--- src/rtl/dma_burst_scheduler_pkg.sv ---
// Shared configuration and types for the cluster DMA burst scheduler.
// Parameter defaults mirror the cluster DMA configuration.
package dma_burst_scheduler_pkg;

  localparam int unsigned N_DMAS             = 4;
  localparam int unsigned DMA_MAX_BURST_SIZE = 2048;
  localparam int unsigned DMA_MAX_N_TXNS     = 64;
  localparam int unsigned DMA_BOUNDARY       = 4096;
  localparam int unsigned DMA_ADDR_W         = 32;
  localparam int unsigned DMA_LEN_W          = 32;

  typedef struct packed {
    logic [DMA_ADDR_W-1:0] src;
    logic [DMA_ADDR_W-1:0] dst;
    logic [DMA_LEN_W-1:0]  len;
  } dma_desc_t;

  typedef enum logic {
    SCHED_IDLE  = 1'b0,
    SCHED_SPLIT = 1'b1
  } sched_state_e;

endpackage

--- src/rtl/dma_chunk_calc.sv ---
// Size of the next burst: min of remaining bytes, max burst size and the
// room left before the next boundary on source and destination.
module dma_chunk_calc
  import dma_burst_scheduler_pkg::*;
#(
  parameter int unsigned LEN_W       = DMA_LEN_W,
  parameter int unsigned MAX_BURST_B = DMA_MAX_BURST_SIZE,
  parameter int unsigned BOUNDARY_B  = DMA_BOUNDARY
) (
  input  logic [$clog2(BOUNDARY_B)-1:0] src_off,
  input  logic [$clog2(BOUNDARY_B)-1:0] dst_off,
  input  logic [LEN_W-1:0]              remaining,
  output logic [$clog2(MAX_BURST_B):0]  chunk
);

  localparam int unsigned OFF_W = $clog2(BOUNDARY_B);
  localparam int unsigned RW    = OFF_W + 1;
  localparam int unsigned CW    = $clog2(MAX_BURST_B) + 1;

  logic [RW-1:0] src_room;
  logic [RW-1:0] dst_room;
  logic [RW-1:0] cap;

  always_comb begin
    src_room = RW'(BOUNDARY_B) - {1'b0, src_off};
    dst_room = RW'(BOUNDARY_B) - {1'b0, dst_off};
    cap      = RW'(MAX_BURST_B);
    if (src_room < cap) cap = src_room;
    if (dst_room < cap) cap = dst_room;
    if (remaining < LEN_W'(cap)) chunk = CW'(remaining);
    else                         chunk = CW'(cap);
  end

endmodule

--- src/rtl/dma_burst_scheduler.sv ---
// Shares one DMA backend between N_REQ frontends: round-robin descriptor
// accept, boundary-safe burst splitting, in-flight cap and per-requester done.
//
// state       | meaning
// SCHED_IDLE  | waiting for a descriptor from a requester with no pending transfer
// SCHED_SPLIT | issuing bursts of the captured descriptor to the backend
module dma_burst_scheduler
  import dma_burst_scheduler_pkg::*;
#(
  parameter int unsigned N_REQ       = N_DMAS,
  parameter int unsigned ADDR_W      = DMA_ADDR_W,
  parameter int unsigned LEN_W       = DMA_LEN_W,
  parameter int unsigned MAX_BURST_B = DMA_MAX_BURST_SIZE,
  parameter int unsigned BOUNDARY_B  = DMA_BOUNDARY,
  parameter int unsigned MAX_TXNS    = DMA_MAX_N_TXNS
) (
  input  logic                              clk_i,
  input  logic                              rst_i,
  input  logic [N_REQ-1:0]                  req_valid_i,
  output logic [N_REQ-1:0]                  req_ready_o,
  input  logic [N_REQ-1:0][ADDR_W-1:0]      req_src_i,
  input  logic [N_REQ-1:0][ADDR_W-1:0]      req_dst_i,
  input  logic [N_REQ-1:0][LEN_W-1:0]       req_len_i,
  output logic                              burst_valid_o,
  input  logic                              burst_ready_i,
  output logic [ADDR_W-1:0]                 burst_src_o,
  output logic [ADDR_W-1:0]                 burst_dst_o,
  output logic [$clog2(MAX_BURST_B):0]      burst_len_o,
  output logic [$clog2(N_REQ)-1:0]          burst_id_o,
  output logic                              burst_last_o,
  input  logic                              cpl_valid_i,
  input  logic [$clog2(N_REQ)-1:0]          cpl_id_i,
  output logic [N_REQ-1:0]                  done_o,
  output logic [$clog2(MAX_TXNS+1)-1:0]     outstanding_o,
  output logic                              busy_o
);

  localparam int unsigned ID_W  = $clog2(N_REQ);
  localparam int unsigned CW    = $clog2(MAX_BURST_B) + 1;
  localparam int unsigned OW    = $clog2(MAX_TXNS + 1);
  localparam int unsigned OFF_W = $clog2(BOUNDARY_B);

  sched_state_e     state_q, state_d;
  logic [ID_W-1:0]  rr_ptr_q, cur_id_q, gnt_id, idx;
  logic             gnt_valid, grant, hs, last, cpl_ok;
  logic [ADDR_W-1:0] src_q, dst_q;
  logic [LEN_W-1:0] rem_q;
  logic [CW-1:0]    chunk;
  logic [OW-1:0]    inflight_q [N_REQ];
  logic [OW-1:0]    inflight_d [N_REQ];
  logic [OW-1:0]    outstanding_q, outstanding_d;
  logic [N_REQ-1:0] all_issued_q, done_q, pending;

  dma_chunk_calc #(
    .LEN_W       (LEN_W),
    .MAX_BURST_B (MAX_BURST_B),
    .BOUNDARY_B  (BOUNDARY_B)
  ) u_chunk (
    .src_off   (src_q[OFF_W-1:0]),
    .dst_off   (dst_q[OFF_W-1:0]),
    .remaining (rem_q),
    .chunk     (chunk)
  );

  // A requester is pending from its first burst issue until its done pulse.
  always_comb begin
    for (int i = 0; i < N_REQ; i++) pending[i] = all_issued_q[i] || (inflight_q[i] != '0);
  end

  always_comb begin
    gnt_valid = 1'b0;
    gnt_id    = '0;
    idx       = '0;
    for (int k = 0; k < N_REQ; k++) begin
      idx = rr_ptr_q + ID_W'(k);
      if (!gnt_valid && req_valid_i[idx] && !pending[idx]) begin
        gnt_valid = 1'b1;
        gnt_id    = idx;
      end
    end
  end

  assign last = (LEN_W'(chunk) == rem_q);

  always_ff @(posedge clk_i) begin
    if (rst_i) state_q <= SCHED_IDLE;
    else       state_q <= state_d;
  end

  always_comb begin
    state_d       = state_q;
    req_ready_o   = '0;
    burst_valid_o = 1'b0;
    grant         = 1'b0;
    case (state_q)
      SCHED_IDLE: begin
        if (gnt_valid) begin
          grant               = 1'b1;
          req_ready_o[gnt_id] = 1'b1;
          if (req_len_i[gnt_id] != '0) state_d = SCHED_SPLIT;
        end
      end
      SCHED_SPLIT: begin
        burst_valid_o = (outstanding_q < OW'(MAX_TXNS));
        if (burst_valid_o && burst_ready_i && last) state_d = SCHED_IDLE;
      end
      default: state_d = SCHED_IDLE;
    endcase
  end

  assign hs     = burst_valid_o && burst_ready_i;
  assign cpl_ok = cpl_valid_i && (inflight_q[cpl_id_i] != '0);

  // Issue and completion for the same id in one cycle cancel out.
  always_comb begin
    for (int i = 0; i < N_REQ; i++) begin
      inflight_d[i] = inflight_q[i];
      if (hs && cur_id_q == ID_W'(i) && !(cpl_ok && cpl_id_i == ID_W'(i)))
        inflight_d[i] = inflight_q[i] + OW'(1);
      else if (!(hs && cur_id_q == ID_W'(i)) && cpl_ok && cpl_id_i == ID_W'(i))
        inflight_d[i] = inflight_q[i] - OW'(1);
    end
    outstanding_d = outstanding_q;
    if (hs && !cpl_ok)      outstanding_d = outstanding_q + OW'(1);
    else if (!hs && cpl_ok) outstanding_d = outstanding_q - OW'(1);
  end

  always_ff @(posedge clk_i) begin
    if (rst_i) begin
      rr_ptr_q      <= '0;
      cur_id_q      <= '0;
      src_q         <= '0;
      dst_q         <= '0;
      rem_q         <= '0;
      outstanding_q <= '0;
      all_issued_q  <= '0;
      done_q        <= '0;
      for (int i = 0; i < N_REQ; i++) inflight_q[i] <= '0;
    end else begin
      done_q        <= '0;
      outstanding_q <= outstanding_d;
      if (grant) begin
        src_q    <= req_src_i[gnt_id];
        dst_q    <= req_dst_i[gnt_id];
        rem_q    <= req_len_i[gnt_id];
        cur_id_q <= gnt_id;
        rr_ptr_q <= gnt_id + ID_W'(1);
      end
      if (hs) begin
        src_q <= src_q + ADDR_W'(chunk);
        dst_q <= dst_q + ADDR_W'(chunk);
        rem_q <= rem_q - LEN_W'(chunk);
      end
      for (int i = 0; i < N_REQ; i++) begin
        inflight_q[i] <= inflight_d[i];
        if (hs && last && cur_id_q == ID_W'(i)) begin
          all_issued_q[i] <= 1'b1;
        end else if (all_issued_q[i] && inflight_d[i] == '0) begin
          all_issued_q[i] <= 1'b0;
          done_q[i]       <= 1'b1;
        end
      end
      // Zero-length descriptors finish without touching the backend.
      if (grant && req_len_i[gnt_id] == '0) done_q[gnt_id] <= 1'b1;
    end
  end

  assign burst_src_o   = src_q;
  assign burst_dst_o   = dst_q;
  assign burst_len_o   = chunk;
  assign burst_id_o    = cur_id_q;
  assign burst_last_o  = (state_q == SCHED_SPLIT) && last;
  assign done_o        = done_q;
  assign outstanding_o = outstanding_q;
  assign busy_o        = (state_q != SCHED_IDLE) || (outstanding_q != '0);

  a_cpl_has_inflight: assert property (@(posedge clk_i) disable iff (rst_i)
    cpl_valid_i |-> (inflight_q[cpl_id_i] != '0));

endmodule

--- config.mk ---
export PLATFORM = sky130hd
export DESIGN_NAME = dma_burst_scheduler
export DESIGN_NICKNAME = d
export VERILOG_FILES = /design/src/rtl/dma_burst_scheduler_pkg.sv /design/src/rtl/dma_chunk_calc.sv /design/src/rtl/dma_burst_scheduler.sv
export SDC_FILE = /design/constraint.sdc
export NUM_CORES = 1
export LEC_CHECK = 0
export BUFFER_PORTS_ARGS = -buffer_cell sky130_fd_sc_hd__buf_2
export CORE_MARGIN = 5
export CORE_UTILIZATION = 40
export DETAILED_ROUTE_END_ITERATION = 6
export PLACE_DENSITY = 0.66
export SYNTH_ARGS = -nofsm -noshare
export SYNTH_HDL_FRONTEND = slang
export SYNTH_SLANG_ARGS = --single-unit
--- constraint.sdc ---
create_clock -name clk_i -period 14.6 [get_ports clk_i]
set_input_delay 0 -clock clk_i [delete_from_list [all_inputs] [get_ports clk_i]]
set_output_delay 0 -clock clk_i [all_outputs]
set_load 0.005 [all_outputs]
======== Yosys cells after proc, flatten, opt, wreduce, memory -nomap -nowiden ========
Memories as Yosys holds them, arrays and structs flattened.
Index checks and enable logic that the tools add are counted.
cells by class
  add/sub/neg operators ................... 19
  bitwise operators ....................... 6
  eq/ne operators ......................... 7
  muxes and demuxes ....................... 88
  reductions and logical operators ........ 87
  order comparisons ....................... 10
operators with widths
  kind                                                                            number
  32-bit 2-to-1 mux                                                               9
  32-bit binary-select mux with 2-bit select                                      3
  7-bit 2-to-1 mux                                                                14
  32-bit by 12-bit adder with 32-bit output                                       2
  1-bit logical AND                                                               45
  1-bit 2-to-1 mux                                                                42
  7-bit nonzero test                                                              6
  7-bit by 1-bit adder with 7-bit output, second input constant                   5
  7-bit by 1-bit subtractor with 7-bit output, second input constant              5
  12-bit by 32-bit equality test with 1-bit output                                1
  32-bit logical NOT                                                              1
  32-bit by 13-bit less-than comparator with 1-bit output                         1
  32-bit nonzero test                                                             1
  32-bit by 12-bit subtractor with 32-bit output                                  1
  7-bit logical NOT                                                               4
  13-bit 2-to-1 mux                                                               2
  13-bit by 12-bit subtractor with 13-bit output, first input constant            2
  1-bit logical NOT                                                               17
  1-bit binary-select mux with 2-bit select                                       8
  2-bit by 3-bit less-than comparator with 1-bit output, second input constant    5
  13-bit by 12-bit less-than comparator with 1-bit output, second input constant  1
  13-bit less-than comparator                                                     1
  12-bit 2-to-1 mux                                                               1
  4-bit 2-to-1 mux                                                                3
  15 further kinds                                                                37
storage, ports and cells
  memories kept ........................... 1
  register bits ........................... 116
  word-level logic and storage cells ...... 230
  bits of input ports ..................... 394
  RAM bits ................................ 28
  output and inout bits ................... 96
memories
  name        words  bits a word  rd ports  clocked after Yosys merged registers in  wr ports  line                       text
  inflight_q  4      7            5         0                                        4         dma_burst_scheduler.sv:49  logic [OW-1:0] inflight_q [N_REQ];

======== Logic depth before layout (Yosys ltp) ========
Gate-level depths: netlist (run 1).
  depth after elaboration ................. 25
  mapped depth ............................ 42
  depth with buffers taken out ............ 36

======== Cells and area by module ========
From an unflattened synthesis (run 1), not the netlist that was laid out.
unflattened totals
  cells, all modules ...................... 2111
  area, all modules ....................... 14481.4 um^2
modules (own cells, without submodules)
  module               times used  area an instance (um^2)  cells each  seq. area each (um^2)
  dma_burst_scheduler  1           13067.5                  1916        2882.8
  dma_chunk_calc       1           1413.9                   195         0.0

======== Worst setup path after synthesis (run 1) ========
No wires, ideal clock.
  path kind ............................... reg2reg
  start ................................... register src_q[0] (netlist: burst_src_o[0])
  end ..................................... register rem_q[18]
  stages on the path, launching flop included .. 41
  path slack .............................. 5.394 ns
  arrival time ............................ 9.074 ns
  buffers on the path ..................... 6
  setup time .............................. 0.132 ns
  required time ........................... 14.468 ns
  period minus slack after synthesis ...... 9.206 ns
  cell sequence ........................... dfxtp_1 inv_1 ha_1 clkbuf_1 or4_4 o22ai_2 and2_1 inv_1 ha_1 and4_1 and3_1 a221oi_2 buf_4 clkbuf_1 nand2_1 o21ai_0 inv_1 ha_1 [... 5 more ...] clkbuf_1 clkbuf_1 nand2_1 o21ai_0 inv_1 fa_1 a21o_1 a21oi_1 o21bai_1 a21o_1 o31a_1 o211ai_1 a41o_1 a21oi_1 nand2_1 nand2_1 o311ai_0 a21oi_1
between the ends
  cells in the longest elaborated chain, start to end .. 9
RTL lines
  what                                                     line                        text
  from (decl)                                              dma_burst_scheduler.sv:46   logic [ADDR_W-1:0] src_q, dst_q;
  from (signal assigned)                                   dma_burst_scheduler.sv:143  src_q <= req_src_i[gnt_id];
  from (signal assigned)                                   dma_burst_scheduler.sv:150  src_q <= src_q + ADDR_W'(chunk);
  13-bit by 12-bit subtractor with 13-bit output *         dma_chunk_calc.sv:25        src_room = RW'(BOUNDARY_B) - {1'b0, src_off};
  13-bit by 12-bit less-than comparator with 1-bit output  dma_chunk_calc.sv:28        if (src_room < cap) cap = src_room;
  13-bit 2-to-1 mux *                                      dma_chunk_calc.sv:28
  13-bit less-than comparator                              dma_chunk_calc.sv:29        if (dst_room < cap) cap = dst_room;
  13-bit 2-to-1 mux *                                      dma_chunk_calc.sv:29
  32-bit by 13-bit less-than comparator with 1-bit output  dma_chunk_calc.sv:30        if (remaining < LEN_W'(cap)) chunk = CW'(remaining);
  12-bit 2-to-1 mux *                                      dma_chunk_calc.sv:30
  named net burst_len_o[1]                                 dma_burst_scheduler.sv:28   output logic [$clog2(MAX_BURST_B):0] burst_len_o,
  32-bit by 12-bit subtractor with 32-bit output *         dma_burst_scheduler.sv:152  rem_q <= rem_q - LEN_W'(chunk);
  32-bit 2-to-1 mux *                                      dma_burst_scheduler.sv:149  if (hs) begin
  to (signal assigned)                                     dma_burst_scheduler.sv:145  rem_q <= req_len_i[gnt_id];
  to (signal assigned)                                     dma_burst_scheduler.sv:152
  to (decl)                                                dma_burst_scheduler.sv:47   logic [LEN_W-1:0] rem_q;
Mark *: on every way through the listed nets, which the timed path passes. The rest lies on a longest branch.
A chain may end at the register's enable or synchronous reset.

======== Worst setup path in the final report (run 1) ========
  start ................................... register src_q[0] (netlist: burst_src_o[0])
  end ..................................... register rem_q[18]
between the ends
  cells in the longest elaborated chain, start to end .. 9
RTL lines
  what                                                     line
  13-bit by 12-bit subtractor with 13-bit output *         dma_chunk_calc.sv:25
  13-bit by 12-bit less-than comparator with 1-bit output  dma_chunk_calc.sv:28
  13-bit 2-to-1 mux *                                      dma_chunk_calc.sv:28
  13-bit less-than comparator                              dma_chunk_calc.sv:29
  13-bit 2-to-1 mux *                                      dma_chunk_calc.sv:29
  32-bit by 13-bit less-than comparator with 1-bit output  dma_chunk_calc.sv:30
  12-bit 2-to-1 mux *                                      dma_chunk_calc.sv:30
  32-bit by 12-bit subtractor with 32-bit output *         dma_burst_scheduler.sv:152
  32-bit 2-to-1 mux *                                      dma_burst_scheduler.sv:149
Every way passes the cells marked *; elsewhere a longest branch is shown, timed or not.

==> results of run 1 <==
## worst paths after layout
path / endpoint / slack, ns
max: rem_q[18] / 4.39
min: rem_q[15] / 0.01
max reg2reg: rem_q[18] / 4.39
min reg2reg: all_issued_q[3] / 0.48
## critical path: cells and delay by family, from the launching register on
family                     cells  cell delay, ns
AOI/OAI and AO/OA             17            4.94
and+or+nand+nor                9            2.52
adders and majority gates      5            1.55
buffers and inverters          4            0.53
DFF                            1            0.48
## placed cells by master, fill, tap and decap left out, types with 8 or more instances in the layout
cell type	netlist	layout
sky130_fd_sc_hd__buf_4	6	15
sky130_fd_sc_hd__o22ai_1	9	9
sky130_fd_sc_hd__a211oi_1	43	43
sky130_fd_sc_hd__and2_1	21	21
sky130_fd_sc_hd__a211o_1	8	8
sky130_fd_sc_hd__a21oi_1	148	147
sky130_fd_sc_hd__xnor2_1	51	51
sky130_fd_sc_hd__mux2i_1	27	27
sky130_fd_sc_hd__a31oi_1	33	32
sky130_fd_sc_hd__or3_1	18	18
sky130_fd_sc_hd__nand2b_1	19	19
sky130_fd_sc_hd__a2111oi_0	8	8
sky130_fd_sc_hd__ha_1	70	70
sky130_fd_sc_hd__o211ai_1	16	16
sky130_fd_sc_hd__a21o_1	25	24
sky130_fd_sc_hd__a221oi_1	9	9
sky130_fd_sc_hd__nand2_1	417	417
sky130_fd_sc_hd__mux4_2	18	18
sky130_fd_sc_hd__clkbuf_16	0	17
sky130_fd_sc_hd__nand4_1	25	25
sky130_fd_sc_hd__dfxtp_1	144	144
sky130_fd_sc_hd__and3_1	53	53
sky130_fd_sc_hd__nor4_1	44	44
sky130_fd_sc_hd__nand3_1	136	136
sky130_fd_sc_hd__o21a_1	10	10
sky130_fd_sc_hd__o21ai_0	67	67
sky130_fd_sc_hd__nor3_1	47	47
sky130_fd_sc_hd__nor2_1	144	143
sky130_fd_sc_hd__xor2_1	25	25
sky130_fd_sc_hd__inv_1	48	47
sky130_fd_sc_hd__a22oi_1	12	12
sky130_fd_sc_hd__a311oi_1	21	21
sky130_fd_sc_hd__buf_2	31	488
sky130_fd_sc_hd__nor2b_1	9	9
## final cells by class
class                   instances  area (um2)  area share (%)
inverters                      50       195.2           1.118
repair buffers                504        2565           14.70
clock buffers                  20       436.7           2.502
diodes                          2       5.005         0.02868
well taps                     461       576.8           3.305
multi-input cells            1700       10630           60.92
flip-flops and latches        144        2883           16.52
clock inverters                12       158.9          0.9105
## registers in the layout, indices dropped and copies added, names as in the netlist
register / flops
outstanding_o: 7
inflight_q: 28
burst_src_o: 32
burst_id_o: 2
rem_q: 32
burst_dst_o: 32
rr_ptr_q: 2
all_issued_q: 4
done_o: 4
state_q: 1
## per-layer routing
layer  track usage, %  wire, um  share of wire [%]  vias to the layer above
met5                0         7              0.011                        -
met2            50.38     29350                 47                      743
met3            5.081      4668                7.5                      120
met1            37.43     25310                 41                     8150
met4            12.77      2767                4.5                        2
li1                 -         -                  -                     8222
## report_power, final
group | switching (mW) | internal, mW | leakage (nW)
sequential | 0.199 | 0.521 | 1.19
combinational | 2.74 | 1.63 | 6.37
clock | 0.191 | 0.271 | 0.285
total | 3.13 | 2.42 | 7.85
## cell usage after synthesis (31+ instances only)
cell	n	share of area, %
sky130_fd_sc_hd__nor3_1	47	1.6
sky130_fd_sc_hd__xnor2_1	51	3.1
sky130_fd_sc_hd__nor4_1	44	1.9
sky130_fd_sc_hd__a31oi_1	33	1.4
sky130_fd_sc_hd__o21ai_0	67	2.3
sky130_fd_sc_hd__nor2_1	144	3.8
sky130_fd_sc_hd__inv_1	48	1.3
sky130_fd_sc_hd__nand3_1	136	4.8
sky130_fd_sc_hd__ha_1	70	6.1
sky130_fd_sc_hd__a21oi_1	148	5.2
sky130_fd_sc_hd__buf_2	31	1.1
sky130_fd_sc_hd__nand2_1	417	11
sky130_fd_sc_hd__a211oi_1	43	2.3
sky130_fd_sc_hd__clkbuf_1	82	2.2
sky130_fd_sc_hd__and3_1	53	2.3
sky130_fd_sc_hd__dfxtp_1	144	20
## cell families after synthesis
group                    Yosys count  share of synthesized area [%]
AO/OA/AOI/OAI                    502                          24.19
buffers and inverters            189                          5.575
flip-flops                       144                          20.20
multiplexers                      47                          5.049
XOR/XNOR                          77                          4.777
AND/OR/NAND/NOR                  990                          32.83
adder cells (fa/ha/maj)           83                          7.355
other                              1                        0.02627
## through the flow
stage	setup slack, ns	utilization [%]
floorplan	5.394	-
global placement	4.884	47.58
detailed placement	4.542	47.58
CTS	4.532	49.29
global route	3.751	49.29
finish	4.392	49.31
==> results by group, run 1 <==
Power
  • Highest ir drop seen on vdd: 0.1640 mV
  • PD cells: around 320 mW/mm2
  • Pleak: 7.845 nW
  • Total Power: between 5 and 6 mW

Setup path
  • Launching element of the worst setup path: burst_src_o[0]
  • Start-to-end type of the worst setup path: reg2reg
  • Critical Path AT: 10.47 ns
  • Worst reg2reg path depth: 35
  • Slowest stage cell on the critical path: sky130_fd_sc_hd__o21ai_0
  • Library cell appearing most often on the critical path: sky130_fd_sc_hd__ha_1
  • Worst-path fanout max: 20
  • Worst path required time: ~15 ns
  • Endpoint kind of the worst setup timing path: register
  • CP startpoint kind: register
  • CP max stage delay: approximately 0.66 ns
  • Startpoint of the most critical register-to-register path: burst_src_o[0]

Timing
  • Post-route minimum period: 10.21 ns
  • Share of the clock period used by the worst path: 69.92%
  • Setup TNS after final layout: 0 ns
  • Final number of setup-violating endpoints: 0
  • Unrepaired setup endpoints after global routing: false
  • Hold Fails Final Rpt: 0
  • Final count of pins violating max slew: 0
  • Max Clock Freq: roughly 98 MHz
  • WHS: 0.01006 ns
  • Worst-margin pin slew: 1.078 ns
  • Relative slew margins: 28.12%
  • Worst-case clock skew: 0.01918 ns

Route
  • Residual DRC: 0
  • Detailed-route via count: 17,237
  • Antenna viol nets, final: 0
  • Routed len/inst: 21.47 um
  • Vias per std cell: around 6
  • Initial DRT Pass Iterations: 5
  • Detailed Route Iter0 Violations: approximately 1,300
  • Total wire length after detailed routing: 62,110 um

Floorplan
  • Die height: 198.9 um
  • Placeable Area: 0.03540 mm2
  • Cell row count: between 60 and 70
  • Number of primary I/O pins: 490
  • Width of the die: 198.9 um
  • Die Area: 0.03956 mm2
  • Initial Util: around two fifths

Run status
  • Status: finished, final reports clean

Synth
  • Synthesized area per cell: roughly 7 um2
  • Area of the mapped netlist: 0.01427 mm2
  • Proportion of synthesized flip-flops having asynchronous set or reset: 0%
  • Mapped Nets: 2,501
  • Number of synthesized register bits: around 140
  • Number of synthesized flops with an enable pin: 0
  • Synthesized instance count: 2,033
  • Yosys warns: 0
  • Library cells used by synthesis: 97
  • Sequential fraction of the synthesis area: between 20% and 30%
  • Prevailing post-synth register cell: sky130_fd_sc_hd__dfxtp_1

Place
  • Instance count after placement with tap cells included: 2,858
  • Placer's final routability congestion estimate: 0.9580
  • Area of placed instances: 0.01684 mm2
  • Number of buffers inserted by port buffering: 489
  • Half-perimeter wire length after detailed placement: ~49,000 um

GRT
  • Number of global-route vias before repair: about 16,000
  • Wire length of the first global-routing pass: 92,760 um
  • Total grt overflow: 0
  • Overall routing resource usage: 29.78%
  • Maximum number of pins on one net before global-route repair: 84
  • Antenna violations before repair: 2

Worst hold path
  • Path type of the worst min-delay path: in2reg
  • Number of stages on the worst hold path: 5
  • Hold path startpoint: req_len_i[47]

CTS
  • Clock tree from TritonCTS: yes
  • Max clock buf depth: 2
  • Number of post-CTS setup repair buffers: 0
  • Clk pin slew, worst setup/hold paths: 0.07 ns
  • Post-CTS Hold Buffers: 1
  • Cts repair resizes: 0
  • Clock Tree Root: sky130_fd_sc_hd__clkbuf_16
  • Skew-Pair Late Insertion Delay: 0.44 ns
  • Htree depth: 4
  • TritonCTS buffer count: 17
  • Count of clock tree sinks: roughly 140

Final layout
  • Layout Area Growth over Synthesis: 22.27%
  • Post-layout instance area: roughly 0.017 mm2
  • Fraction of final layout cells sized beyond drive strength 1: 24.77%
  • Non-filler cells, final: 2,893
  • Layout net count: 2,885
  • Number of inserted filler cells in the final layout: 3,601

Flow run
  • Max_cap viols: 0
No activity file was read; power rests on OpenSTA's default activity.
==> inputs of run 2 (changes only) <==
==> constraint.sdc (replaced) <==
create_clock -name clk_i -period 10.1 [get_ports clk_i]
set_input_delay 0 -clock clk_i [delete_from_list [all_inputs] [get_ports clk_i]]
set_output_delay 0 -clock clk_i [all_outputs]
set_load 0.005 [all_outputs]
==> run 2 against run 1 <==
  * Cell count barely moved
  * Highest routed layer is now met4
  * Clock skew fell by 0.0035 ns
  * Critical path type unchanged
  * Sequential share of layout area barely moved
  * Non-clock buffer count rose by 2
  * Register-to-register slack got worse by 3.7 ns
==> results by group, run 2 (synthesis results as in run 1) <==
Run status
  • Status: finished, final reports clean

CTS
  • Count of clock tree sinks: 144 (unchanged)
  • Clk pin slew, worst setup/hold paths: 0.07 ns (about the same)
  • Max clock buf depth: 2 (unchanged)
  • Clock tree from TritonCTS: yes
  • Htree depth: 4 (unchanged)
  • Number of post-CTS setup repair buffers: 0 (unchanged)
  • Skew-Pair Late Insertion Delay: 0.45 ns (about the same)
  • TritonCTS buffer count: 17 (unchanged)
  • Clock Tree Root: sky130_fd_sc_hd__clkbuf_16

Timing
  • WHS: 0.008353 ns (-0.001705 ns)
  • Post-route minimum period: 9.448 ns (-0.7603 ns)
  • Max Clock Freq: 105.8 MHz (+8.0%)
  • Setup TNS after final layout: 0 ns (unchanged)
  • Relative slew margins: 30.73% (+2.6 points)
  • Final number of setup-violating endpoints: 0 (unchanged)
  • Hold Fails Final Rpt: 0 (unchanged)
  • Worst-case clock skew: 0.01567 ns (-0.003505 ns)
  • Final count of pins violating max slew: 0 (unchanged)
  • Worst-margin pin slew: 1.028 ns (-0.05012 ns)
  • Unrepaired setup endpoints after global routing: false
  • Share of the clock period used by the worst path: 93.54% (+24 points)

Place
  • Number of buffers inserted by port buffering: 489 (unchanged)
  • Instance count after placement with tap cells included: 2,859 (+0.035%)
  • Half-perimeter wire length after detailed placement: 48,240 um (-0.58%)
  • Placer's final routability congestion estimate: 0.9744 (+1.7%)

Floorplan
  • Placeable Area: 0.03540 mm2 (unchanged)
  • Cell row count: 69 (unchanged)
  • Die height: 198.9 um (unchanged)
  • Number of primary I/O pins: 490 (unchanged)
  • Initial Util: 40.33% (unchanged)
  • Width of the die: 198.9 um (unchanged)
  • Die Area: 0.03956 mm2 (unchanged)

Setup path
  • Worst path required time: 10.39 ns (-4.47 ns)
  • Start-to-end type of the worst setup path: reg2reg
  • Slowest stage cell on the critical path: sky130_fd_sc_hd__or4_4
  • Startpoint of the most critical register-to-register path: burst_src_o[0]
  • Reg2Reg Setup Slack: 0.65 ns (-3.74 ns)
  • Critical Path AT: 9.74 ns (-0.73 ns)
  • CP Capture Point: rem_q[20]
  • FF-to-FF End: rem_q[20]
  • Launching element of the worst setup path: burst_src_o[0]
  • CP startpoint kind: register
  • CP max stage delay: 0.59 ns (-0.07 ns)
  • Worst reg2reg path depth: 34 (-2.9%)
  • Worst-path fanout max: 16 (-20%)
  • Endpoint kind of the worst setup timing path: register

GRT
  • Total grt overflow: 0 (unchanged)
  • Number of global-route vias before repair: 16,249 (-0.26%)
  • Antenna violations before repair: 2 (unchanged)
  • Wire length of the first global-routing pass: 93,070 um (+0.34%)
  • Maximum number of pins on one net before global-route repair: 82 (-2.4%)
  • Overall routing resource usage: 29.74% (-0.038 points)

Final layout
  • Non-filler cells, final: 2,895 (+0.069%)
  • Most frequent standard cell in the layout excluding fill and tap cells: sky130_fd_sc_hd__buf_2
  • Layout Area Growth over Synthesis: 22.41%
  • Final core utilization: 49.36% (+0.056 points)
  • Layout net count: 2,887 (+0.069%)
  • Commonest non-fill, non-tap cells in the layout: 488 x sky130_fd_sc_hd__buf_2, 417 x sky130_fd_sc_hd__nand2_1, 147 x sky130_fd_sc_hd__a21oi_1
  • Fraction of final layout cells sized beyond drive strength 1: 24.96% (+0.19 points)

Route
  • Routed len/inst: 21.39 um (-0.34%)
  • Vias per std cell: 5.956 (about the same)
  • Total wire length after detailed routing: 61,940 um (-0.27%)
  • Antenna viol nets, final: 0 (unchanged)
  • Initial DRT Pass Iterations: 5 (unchanged)
  • Detailed-route via count: 17,243 (+0.035%)
  • Residual DRC: 0 (unchanged)
  • Detailed Route Iter0 Violations: 1,191 (-7.5%)

Power
  • Switching part of the total: 56.66% (+0.23 points)
  • Share of power burned in registers: 13.0% (about the same)
  • Internal power: 3.470 mW (+43%)
  • PD cells: 458.2 mW/mm2 (+44%)
  • Pleak: 7.852 nW (about the same)
  • Highest ir drop seen on vdd: 0.2738 mV (+67%)
  • Reported net switching power: 4.536 mW (+45%)
  • Part of the power in the clock network: 7.9% (-0.4 points)
  • Logic pwr share: 79.1% (+0.4 points)

Flow run
  • Max_cap viols: 0 (unchanged)

Worst hold path
  • Path type of the worst min-delay path: in2reg
-- run 2: power groups by stage --
stage	Clock, mW	Sequential (mW)	Combinational (mW)
after floorplan	0	0.939	4.60
after global placement	0	1.03	6.18
after detailed placement	0	1.04	6.25
after CTS	0.641	1.03	6.29
after global routing	0.665	1.07	6.95
final	0.633	1.04	6.33
-- run 2: per-layer routing --
| metal | up-vias | global-route usage [%] | routed length, um |
|---|---|---|---|
| li1 | 8222 | - | - |
| met1 | 8150 | 37.63 | 25420 |
| met2 | 761 | 49.93 | 29160 |
| met3 | 110 | 5.640 | 4596 |
| met4 | 0 | 12.06 | 2757 |
| met5 | - | 0 | 0 |
-- run 2: worst max-delay path: cells and delay by family, from the launching register on --
| family | cells | cell delay (ns) |
|---|---|---|
| AO/OA/AOI/OAI | 16 | 3.75 |
| AND/OR/NAND/NOR | 9 | 2.29 |
| adder cells (fa/ha/maj) | 4 | 1.46 |
| buffers and inverters | 4 | 0.74 |
| multiplexers | 1 | 0.55 |
| flip-flops | 1 | 0.50 |
-- run 2: what timing repair did --
| action | in CTS | in global routing |
|---|---|---|
| setup endpoints to repair | 0 | 29 |
| hold buffers | 2 | 0 |
| gates resized for setup | 0 | 6 |
| endpoints found under the hold margin | 2 | 0 |
-- run 2: area by class of cell --
cell class,instances,area [um2]
multi-input cells,1700,10660
inverters,50,195.2
well taps,461,576.8
repair buffers,506,2582
diodes,2,5.005
clock inverters,14,128.9
flip-flops and latches,144,2883
fillers,3633,17920
clock buffers,18,439.2
-- run 2: worst min path at each step --
stage,endpoint,depth (start not counted),startpoint
after floorplan,state_q,3,burst_ready_i
final,burst_dst_o[0],5,req_dst_i[32]
after global placement,state_q,4,burst_ready_i
after CTS,burst_dst_o[0],5,req_dst_i[32]
after detailed placement,state_q,4,burst_ready_i
after global routing,rem_q[21],5,req_len_i[53]
-- run 2: metrics by stage --
stage / setup WS [ns] / instance area, um2 / power, mW
2_1_floorplan: 0.8936 / 14270 / 5.538
3_3_place_gp: 0.7781 / 16850 / 7.211
3_5_place_dp: 0.4952 / 16850 / 7.292
4_1_cts: 0.4469 / 17440 / 7.960
5_1_grt: 0.006574 / 17470 / 8.684
6_report: 0.6524 / 17470 / 8.006
==> inputs of run 3 (changes only) <==
--- a/config.mk
+++ b/config.mk
@@ -5,7 +5,7 @@
 export SDC_FILE = /design/constraint.sdc
 export NUM_CORES = 1
 export LEC_CHECK = 0
-export BUFFER_PORTS_ARGS = -buffer_cell sky130_fd_sc_hd__buf_2
+export BUFFER_PORTS_ARGS = -buffer_cell sky130_fd_sc_hd__buf_4
 export CORE_MARGIN = 5
 export CORE_UTILIZATION = 40
 export DETAILED_ROUTE_END_ITERATION = 6
==> run 3 against run 2 <==
  * Clock power hardly changed
  * Flip-flop and latch count unchanged
  * Combinational power is 4.1% higher
  * Fmax is 2.2% higher
  * Power increased by 3.3%
  * Global-route usage rose by 0.68 points
  * Worst hold slack gained 0.0087 ns
  * First-iteration DRC count is 21% higher
  * Final area rose by 7.3%
  * Clock skew fell by 0.0025 ns
  * Largest cell class unchanged
==> results by group, run 3 (synthesis results as in run 1) <==
Run status
  • Status: finished, final reports clean

Route
  • Routed len/inst: 21.86 um (+2.2%)
  • Detailed Route Iter0 Violations: 1,437 (+21%)
  • Total wire length after detailed routing: 63,450 um (+2.4%)
  • Initial DRT Pass Iterations: 6 (+1)
  • Residual DRC: 0 (unchanged)
  • Vias per std cell: 5.900 (-0.93%)
  • Detailed-route via count: 17,129 (-0.66%)
  • Antenna viol nets, final: 0 (unchanged)

Setup path
  • Worst-path fanout max: 12 (-4)
  • Endpoint kind of the worst setup timing path: register
  • Worst path required time: 10.39 ns (about the same)
  • Launching element of the worst setup path: burst_src_o[0]
  • Worst reg2reg path depth: 36 (+5.9%)
  • FF-to-FF End: rem_q[18]
  • Start-to-end type of the worst setup path: reg2reg
  • Critical Path AT: 9.54 ns (-0.20 ns)
  • CP Capture Point: rem_q[18]
  • Reg2Reg Setup Slack: 0.86 ns (+0.20 ns)
  • CP startpoint kind: register
  • Startpoint of the most critical register-to-register path: burst_src_o[0]
  • Slowest stage cell on the critical path: sky130_fd_sc_hd__or4_4
  • CP max stage delay: 0.57 ns (-0.02 ns)

CTS
  • Max clock buf depth: 2 (unchanged)
  • Clock tree from TritonCTS: yes
  • Htree depth: 4 (unchanged)
  • Count of clock tree sinks: 144 (unchanged)
  • Skew-Pair Late Insertion Delay: 0.44 ns (about the same)
  • Clk pin slew, worst setup/hold paths: 0.06 ns (about the same)
  • Clock Tree Root: sky130_fd_sc_hd__clkbuf_16
  • TritonCTS buffer count: 17 (unchanged)

Final layout
  • Commonest non-fill, non-tap cells in the layout: 516 x sky130_fd_sc_hd__buf_4, 417 x sky130_fd_sc_hd__nand2_1, 147 x sky130_fd_sc_hd__a21oi_1
  • Layout net count: 2,898 (+0.38%)
  • Most frequent standard cell in the layout excluding fill and tap cells: sky130_fd_sc_hd__buf_4
  • Post-layout instance area: 0.01875 mm2 (+7.3%)
  • Fraction of final layout cells sized beyond drive strength 1: 25.27% (+0.31 points)
  • Antenna diodes: 0 (-2)
  • Layout Area Growth over Synthesis: 31.39%
  • Final core utilization: 52.98% (+3.6 points)

Timing
  • Setup TNS after final layout: 0 ns (unchanged)
  • Relative slew margins: 40.55% (+9.8 points)
  • Worst-case clock skew: 0.01315 ns (-0.002518 ns)
  • Post-route minimum period: 9.243 ns (-0.2046 ns)
  • Final number of setup-violating endpoints: 0 (unchanged)
  • Unrepaired setup endpoints after global routing: false
  • Worst-margin pin slew: 0.8918 ns (-0.1363 ns)
  • Hold Fails Final Rpt: 0 (unchanged)
  • Final count of pins violating max slew: 0 (unchanged)
  • Max Clock Freq: 108.2 MHz (+2.2%)
  • Share of the clock period used by the worst path: 91.51% (-2.0 points)

Power
  • Part of the power in the clock network: 7.7% (-0.2 points)
  • Pleak: 8.265 nW (+5.3%)
  • Total Power: 8.270 mW (+3.3%)
  • Logic pwr share: 79.6% (+0.5 points)
  • Switching part of the total: 55.48% (-1.2 points)
  • Share of power burned in registers: 12.7% (-0.3 points)
  • Highest ir drop seen on vdd: 0.2647 mV (-3.3%)
  • PD cells: 441.0 mW/mm2 (-3.7%)
  • Internal power: 3.682 mW (+6.1%)
  • Reported net switching power: 4.589 mW (+1.2%)

GRT
  • Wire length of the first global-routing pass: 94,810 um (+1.9%)
  • Maximum number of pins on one net before global-route repair: 77 (-6.1%)
  • Total grt overflow: 0 (unchanged)
  • Antenna violations before repair: 0 (-2)
  • Number of global-route vias before repair: 16,342 (+0.57%)
  • Overall routing resource usage: 30.42% (+0.68 points)

Place
  • Half-perimeter wire length after detailed placement: 49,580 um (+2.8%)
  • Area of placed instances: 0.01814 mm2 (+7.6%)
  • Placer's final routability congestion estimate: 0.9722 (-0.23%)
  • Number of buffers inserted by port buffering: 489 (unchanged)

Worst hold path
  • Path type of the worst min-delay path: in2reg

Floorplan
  • Cell row count: 69 (unchanged)
  • Number of primary I/O pins: 490 (unchanged)
  • Width of the die: 198.9 um (unchanged)
  • Initial Util: 40.33% (unchanged)
  • Die height: 198.9 um (unchanged)
  • Placeable Area: 0.03540 mm2 (unchanged)
  • Die Area: 0.03956 mm2 (unchanged)

Flow run
  • Max_cap viols: 0 (unchanged)
run 3: layout make-up:
| class | instances | area [um2] |
|---|---|---|
| clock inverter | 12 | 111.4 |
| clock buffer | 19 | 452.9 |
| timing repair buffer | 517 | 3884 |
| multi-input combinational | 1700 | 10650 |
| sequential | 144 | 2883 |
| fill | 3473 | 16640 |
| inverter | 50 | 195.2 |
| tap | 461 | 576.8 |
run 3: power groups by stage:
stage | logic (mW) | clock network, mW | registers [mW]
6_report | 6.59 | 0.633 | 1.05
3_5_place_dp | 6.50 | 0 | 1.05
3_3_place_gp | 6.43 | 0 | 1.04
5_1_grt | 7.21 | 0.666 | 1.08
2_1_floorplan | 4.60 | 0 | 0.939
4_1_cts | 6.54 | 0.640 | 1.04
run 3: how the worst min path moves through the flow:
stage | startpoint | end | slack, ns | cells past startpoint
4_1_cts | req_len_i[111] | rem_q[15] | 0.0008 | 5
3_3_place_gp | burst_ready_i | state_q | 0.33 | 4
2_1_floorplan | burst_ready_i | state_q | 0.22 | 3
6_report | req_src_i[60] | burst_src_o[28] | 0.02 | 5
3_5_place_dp | burst_ready_i | state_q | 0.32 | 4
5_1_grt | req_dst_i[13] | burst_dst_o[13] | 0.04 | 5
run 3: worst max-delay path: cells and delay by family (launching register included):
family | cells | cell delay (ns)
AOI/OAI and AO/OA | 18 | 4.57
and+or+nand+nor | 8 | 1.75
DFF | 1 | 0.50
adders and majority gates | 4 | 1.42
buffers and inverters | 6 | 0.87
run 3: layer usage:
metal	track usage (%)	vias to the layer above	wire length, um
met3	5.877	74	4808
met4	8.967	0	1858
met1	38.89	8068	26350
li1	-	8246	-
met5	0	-	0
met2	52.19	741	30440
run 3: stage by stage:
step	instances	setup WS [ns]	hold WS, ns
finish	2903	0.8570	0.01709
global route	2903	0.1042	0.04182
CTS	2900	0.3918	0.0008345
detailed placement	2868	0.4521	0.3233
global placement	2868	0.7540	0.3251
floorplan	2033	0.8936	0.2188
run 3: timing repair:
action	CTS	global route
resized for setup	0	2
hold buffers	1	0
endpoints found under the setup margin	0	29
hold endpoints to repair	1	0
setup buffers	0	3
